**config.mk**
```make
export PLATFORM = sky130hd
export DESIGN_NAME = reset_sequencer
export DESIGN_NICKNAME = d
export VERILOG_FILES = /design/src/rtl/rst_seq_pkg.sv /design/src/rtl/rst_sync_n.sv /design/src/rtl/reset_sequencer.sv
export SDC_FILE = /design/constraint.sdc
export NUM_CORES = 1
export LEC_CHECK = 0
export CORE_MARGIN = 1
export CORE_UTILIZATION = 40
export DETAILED_ROUTE_END_ITERATION = 7
export PLACE_DENSITY = 0.63
export SYNTH_ARGS = -nofsm -noshare
export SYNTH_HDL_FRONTEND = slang
export SYNTH_HIERARCHICAL = 1
export SYNTH_SLANG_ARGS = --single-unit
export TNS_END_PERCENT = 50
```
**constraint.sdc**
```tcl
create_clock -name clk -period 1.5 [get_ports clk]
set_input_delay 0.375 -clock clk [delete_from_list [all_inputs] [get_ports clk]]
set_output_delay 0.375 -clock clk [all_outputs]
set_load 0.03 [all_outputs]
```
**src/rtl/rst_seq_pkg.sv**
```systemverilog
`timescale 1ns/1ps
// Shared types and default constants for the staged reset sequencer.
package rst_seq_pkg;

  typedef enum logic [1:0] {
    ST_SYNC,
    ST_HOLD,
    ST_DONE
  } state_t;

  localparam int unsigned DEF_STAGES      = 3;
  localparam int unsigned DEF_SYNC_DEPTH  = 2;
  localparam int unsigned DEF_HOLD_CYCLES = 16;

endpackage

```
**src/rtl/rst_sync_n.sv**
```systemverilog
`timescale 1ns/1ps
// Reset synchronizer: asserts asynchronously, deasserts after DEPTH clk edges.
// Ports:
//   clk        - clock
//   rst_n      - raw reset, asynchronous, active-low
//   sync_rst_n - synchronized reset, active-low
module rst_sync_n #(
  parameter int unsigned DEPTH = 2
) (
  input  logic clk,
  input  logic rst_n,
  output logic sync_rst_n
);

  logic [DEPTH-1:0] chain;

  // Shift a constant one through the chain; any rst_n low clears it at once.
  always_ff @(posedge clk or negedge rst_n) begin
    if (!rst_n) begin
      chain <= '0;
    end else begin
      chain <= {chain[DEPTH-2:0], 1'b1};
    end
  end

  assign sync_rst_n = chain[DEPTH-1];

endmodule

```
**src/rtl/reset_sequencer.sv**
```systemverilog
`timescale 1ns/1ps
// Staged reset sequencer: releases STAGES resets in order, HOLD_CYCLES apart,
// after a synchronized board reset; sw_req in DONE restarts the sequence.
// Ports:
//   clk         - clock
//   rst         - board reset, asynchronous, active-low
//   sw_req      - single-cycle soft re-sequence request (honoured only in DONE)
//   stage_rst_n - per-stage reset, active-low, bit 0 released first
//   stage_rst   - per-stage reset, active-high (complement of stage_rst_n)
//   done        - all stages released
//   busy        - sequence in progress (complement of done)
module reset_sequencer
  import rst_seq_pkg::*;
#(
  parameter int unsigned STAGES      = DEF_STAGES,
  parameter int unsigned SYNC_DEPTH  = DEF_SYNC_DEPTH,
  parameter int unsigned HOLD_CYCLES = DEF_HOLD_CYCLES
) (
  input  logic              clk,
  input  logic              rst,
  input  logic              sw_req,
  output logic [STAGES-1:0] stage_rst_n,
  output logic [STAGES-1:0] stage_rst,
  output logic              done,
  output logic              busy
);

  localparam int unsigned CW = $clog2(HOLD_CYCLES + 1);
  localparam int unsigned IW = (STAGES > 1) ? $clog2(STAGES) : 1;

  state_t            state_q, state_d;
  logic [CW-1:0]     cnt_q, cnt_d;
  logic [IW-1:0]     idx_q, idx_d;
  logic [STAGES-1:0] stage_rst_n_d;
  logic              done_d;
  logic              tick;
  logic              sync_rst_n;

  rst_sync_n #(
    .DEPTH(SYNC_DEPTH)
  ) u_sync (
    .clk       (clk),
    .rst_n     (rst),
    .sync_rst_n(sync_rst_n)
  );

  // State, counters and every reset output come straight from flops.
  always_ff @(posedge clk or negedge rst) begin
    if (!rst) begin
      state_q     <= ST_SYNC;
      cnt_q       <= '0;
      idx_q       <= '0;
      stage_rst_n <= '0;
      stage_rst   <= '1;
      done        <= 1'b0;
      busy        <= 1'b1;
    end else begin
      state_q     <= state_d;
      cnt_q       <= cnt_d;
      idx_q       <= idx_d;
      stage_rst_n <= stage_rst_n_d;
      stage_rst   <= ~stage_rst_n_d;
      done        <= done_d;
      busy        <= ~done_d;
    end
  end

  // Next-state and output logic.
  always_comb begin
    state_d       = state_q;
    cnt_d         = cnt_q;
    idx_d         = idx_q;
    stage_rst_n_d = stage_rst_n;
    done_d        = done;
    tick          = 1'b0;

    case (state_q)
      // The edge that first sees the synchronizer high is already the
      // first hold cycle, so stage 0 lands at SYNC_DEPTH + HOLD_CYCLES.
      ST_SYNC: begin
        if (sync_rst_n) begin
          state_d = ST_HOLD;
          tick    = 1'b1;
        end
      end
      ST_HOLD: begin
        tick = 1'b1;
      end
      ST_DONE: begin
        if (sw_req) begin
          state_d       = ST_HOLD;
          stage_rst_n_d = '0;
          done_d        = 1'b0;
          cnt_d         = '0;
          idx_d         = '0;
        end
      end
      default: begin
        state_d = ST_SYNC;
      end
    endcase

    // One hold cycle elapsed: either release the current stage or keep counting.
    if (tick) begin
      if (cnt_q == CW'(HOLD_CYCLES - 1)) begin
        stage_rst_n_d = stage_rst_n | (STAGES'(1) << idx_q);
        cnt_d         = '0;
        if (idx_q == IW'(STAGES - 1)) begin
          state_d = ST_DONE;
          done_d  = 1'b1;
        end else begin
          idx_d = idx_q + IW'(1);
        end
      end else begin
        cnt_d = cnt_q + CW'(1);
      end
    end
  end

endmodule
```
==> metrics.md <==
| Metric | Value |
|---|---|
| Top post-synthesis cells by area | `dfrtp_1 (47%), dfstp_2 (13%), mux2i_1 (3.8%)` |
| Largest area contributor in the netlist | `dfrtp_1` |
| Worst EP required | `1.12 ns` |
| Crit-path max cell delay | `roughly 0.4 ns` |
| WHS | `~0.36 ns` |
| Final period util | `a little over nine tenths` |
| Worst setup SP type | `flip-flop` |
| Die area | `about 2200 µm²` |
| Largest net degree at the start of global routing | `20` |
| Async SR Flop Fraction | `between 90% and 100%` |
| Outcome | `finished clean` |
| Via count | `approximately 500` |
| WS Path Type | `flip-flop to output port` |
| Post-synth EDFFs | `0` |
| DRT Wirelength | `approximately 1.3 mm` |
| Top-count cell post-synth | `dfrtp_1` |
| Nets | `85` |
| Max Cap Violations | `0` |
| Critical path, cell by cell | `dlygate4sd2_1` |
| Fraction of layout cells with a size suffix above 1 | `between 20% and 30%` |
| Hold Crit Class | `flip-flop to flip-flop` |
| Finished Cell Area | `962.2 µm²` |
| H-Tree Depth | `1` |
| First-pass GRT wire length | `roughly 2.0 mm` |
| Mapped Cells | `64` |
| Fin Setup TNS | `0 ns` |
| Clock Latency Late Sink | `around 0.30 ns` |
| Area Growth Syn to Fin | `21.29%` |
| Synth warn | `6` |
| GRT overflow | `0` |
| GRT Total Usage | `between 10 and 15%` |
| Post-Syn Area per Cell | `approximately 12 µm²` |
| Port-buffer cells | `10` |
| Antenna violations before repair | `0` |
| Maximum VDD drop | `~0.0011 V` |
| CP Max Fanout | `3` |
| CTS Buffer Depth | `2` |
| Inserted Diodes | `0` |
| Via/cell ratio | `between 4 and 5` |
| Minimum clock period | `1.456 ns` |
| Slew Limit Fails | `0` |
| Tot Pwr | `around 2.0 mW` |
| Post-synth top area share | `47.32%` |
| Hpwl dp | `between 800 and 900 µm` |
| Critical-path top delay cell | `dlygate4sd2_1` |
| WP buf/inv | `1` |
| Post-synthesis sequential area ratio | `60.57%` |
| Post-synth top cells | `dfrtp_1 (15), nand2_1 (7), dfstp_2 (4), nand3_1 (4), o21ai_0 (4)` |
| Die Y | `~47 µm` |
| RSZ-0062 raised after global routing | `true` |
| CTS buffer count | `3` |
| Num Clock Sinks | `19` |
| WP data arrival | `1.08 ns` |
| DIE WIDTH | `between 40 and 50 µm` |
| Syn nets | `68` |
| TritonCTS clock tree | `yes` |
| Final setup violation count | `0` |
| Ports | `11` |
| Cell variety after synth | `27` |
| Mapped cell area | `793.3 µm²` |
| DRT iter0 DRCs | `10` |
| CP Capture Type | `output port` |
| Worst-path clk slew | `between 0.1 and 0.15 ns` |
| # DRC | `0` |
| Most used DFF post-synth | `dfrtp_1` |
| Vias in the first global route | `approximately 460` |
| WL/cell | `approximately 12 µm` |
| Starting Density | `between 40% and 50%` |
| Antenna-violating nets left | `0` |
| Core Rows | `15` |
| Clock skew | `approximately 0.0055 ns` |
| DP Area | `932.1 µm²` |
| Flops & latches, synth | `19` |
| Core Area | `approximately 1800 µm²` |
| DR pass1 iterations | `4` |
| Power Dens Cells | `~2100 nW/µm²` |
| CP top delay family | `buffers and inverters` |
| Fmax | `0.6868 GHz` |
| Clock Root Buffer | `clkbuf_4` |
| Gp weighted congestion | `about 0.71` |
| Hold Violations, Final | `0` |
| P_leak | `between 0.4 and 0.5 nW` |
[cell usage in the layout (no fill, tap or decap), drive strengths merged, types with 2 or more instances in the layout]
cell / n
o21ai: 4
mux2i: 3
inv: 2
buf: 7
nand2: 7
dlygate4sd2: 3
a21o: 3
dfrtp: 15
clkdlybuf4s50: 2
nand3: 4
dfstp: 4
clkbuf: 3
a21oi: 3
nand2b: 2
[final timing paths]
check	from	endpoint	slack [ns]	depth (start not counted)
setup reg to reg	cnt_q[0]	stage_rst[1]	0.09	4
hold / removal	u_sync/chain[0]	u_sync/chain[1]	0.36	0
hold reg to reg	u_sync/chain[0]	u_sync/chain[1]	0.36	0
min in group asynchronous	rst	cnt_q[2]	0.40	2
max in group asynchronous	rst	stage_rst[0]	0.84	2
setup / recovery	done	done	0.04	1
[layout make-up]
class                      instances  area [µm²]
tap                               25       31.28
multi-input combinational         42       306.5
clock buffer                       3       22.52
fill                             153       820.8
clock inverter                     1       5.005
inverter                           2       7.507
sequential                        19       480.5
timing repair buffer              13       108.9
[what timing repair did]
| action | 4_1_cts | 5_1_grt |
|---|---|---|
| endpoints found under the setup margin | 4 | 4 |
| buffers inserted | 0 | 0 |
| pin swaps | 0 | 0 |
| gates resized for setup | 4 | 2 |
| hold buffers | 0 | 0 |
[metal layers]
| metal | wire length [µm] | share of wire (%) | up-vias | GRT usage (%) |
|---|---|---|---|---|
| met5 | 0 | 0 | - | 0 |
| met4 | 44 | 3.4 | 0 | 10.59 |
| met3 | 56 | 4.3 | 4 | 2.745 |
| met2 | 554 | 43 | 9 | 20.83 |
| met1 | 636 | 49 | 230 | 18.32 |
| li1 | - | - | 256 | - |
[registers in the layout, summed over array words and instances, names as in the netlist]
| register | count |
|---|---|
| cnt_q | 5 |
| stage_rst | 3 |
| stage_rst_n | 3 |
| idx_q | 2 |
| state_q | 2 |
| u_sync/chain | 2 |
| busy | 1 |
| done | 1 |
[cell families (layout without fill, tap and decap cells)]
family                   count (synthesis)  after routing  synth area share [%]
AND/OR/NAND/NOR                         22             22                 18.14
multiplexers                             3              3                 3.786
XOR/XNOR                                 1              1                 1.104
flip-flops                              19             19                 60.57
buffers and inverters                    3             19                 1.577
AO/OA/AOI/OAI                           14             14                 12.78
other                                    1              1                0.4727
adder cells (fa/ha/maj)                  1              1                 1.577
[where the power goes]
part           switching, mW  internal (mW)  total, mW
Clock                  0.159         0.0995      0.259
Sequential             0.170          0.756      0.926
Combinational          0.474          0.340      0.813
[through the flow]
stage	setup slack (ns)	util, %	cells
floorplan	0.1701	-	64
global placement	0.06293	52.28	101
detailed placement	0.04513	52.28	101
CTS	0.03171	53.54	105
global route	0.002063	53.96	105
finish	0.04405	53.96	105
Note: power is estimated with default switching activity, not from simulation.
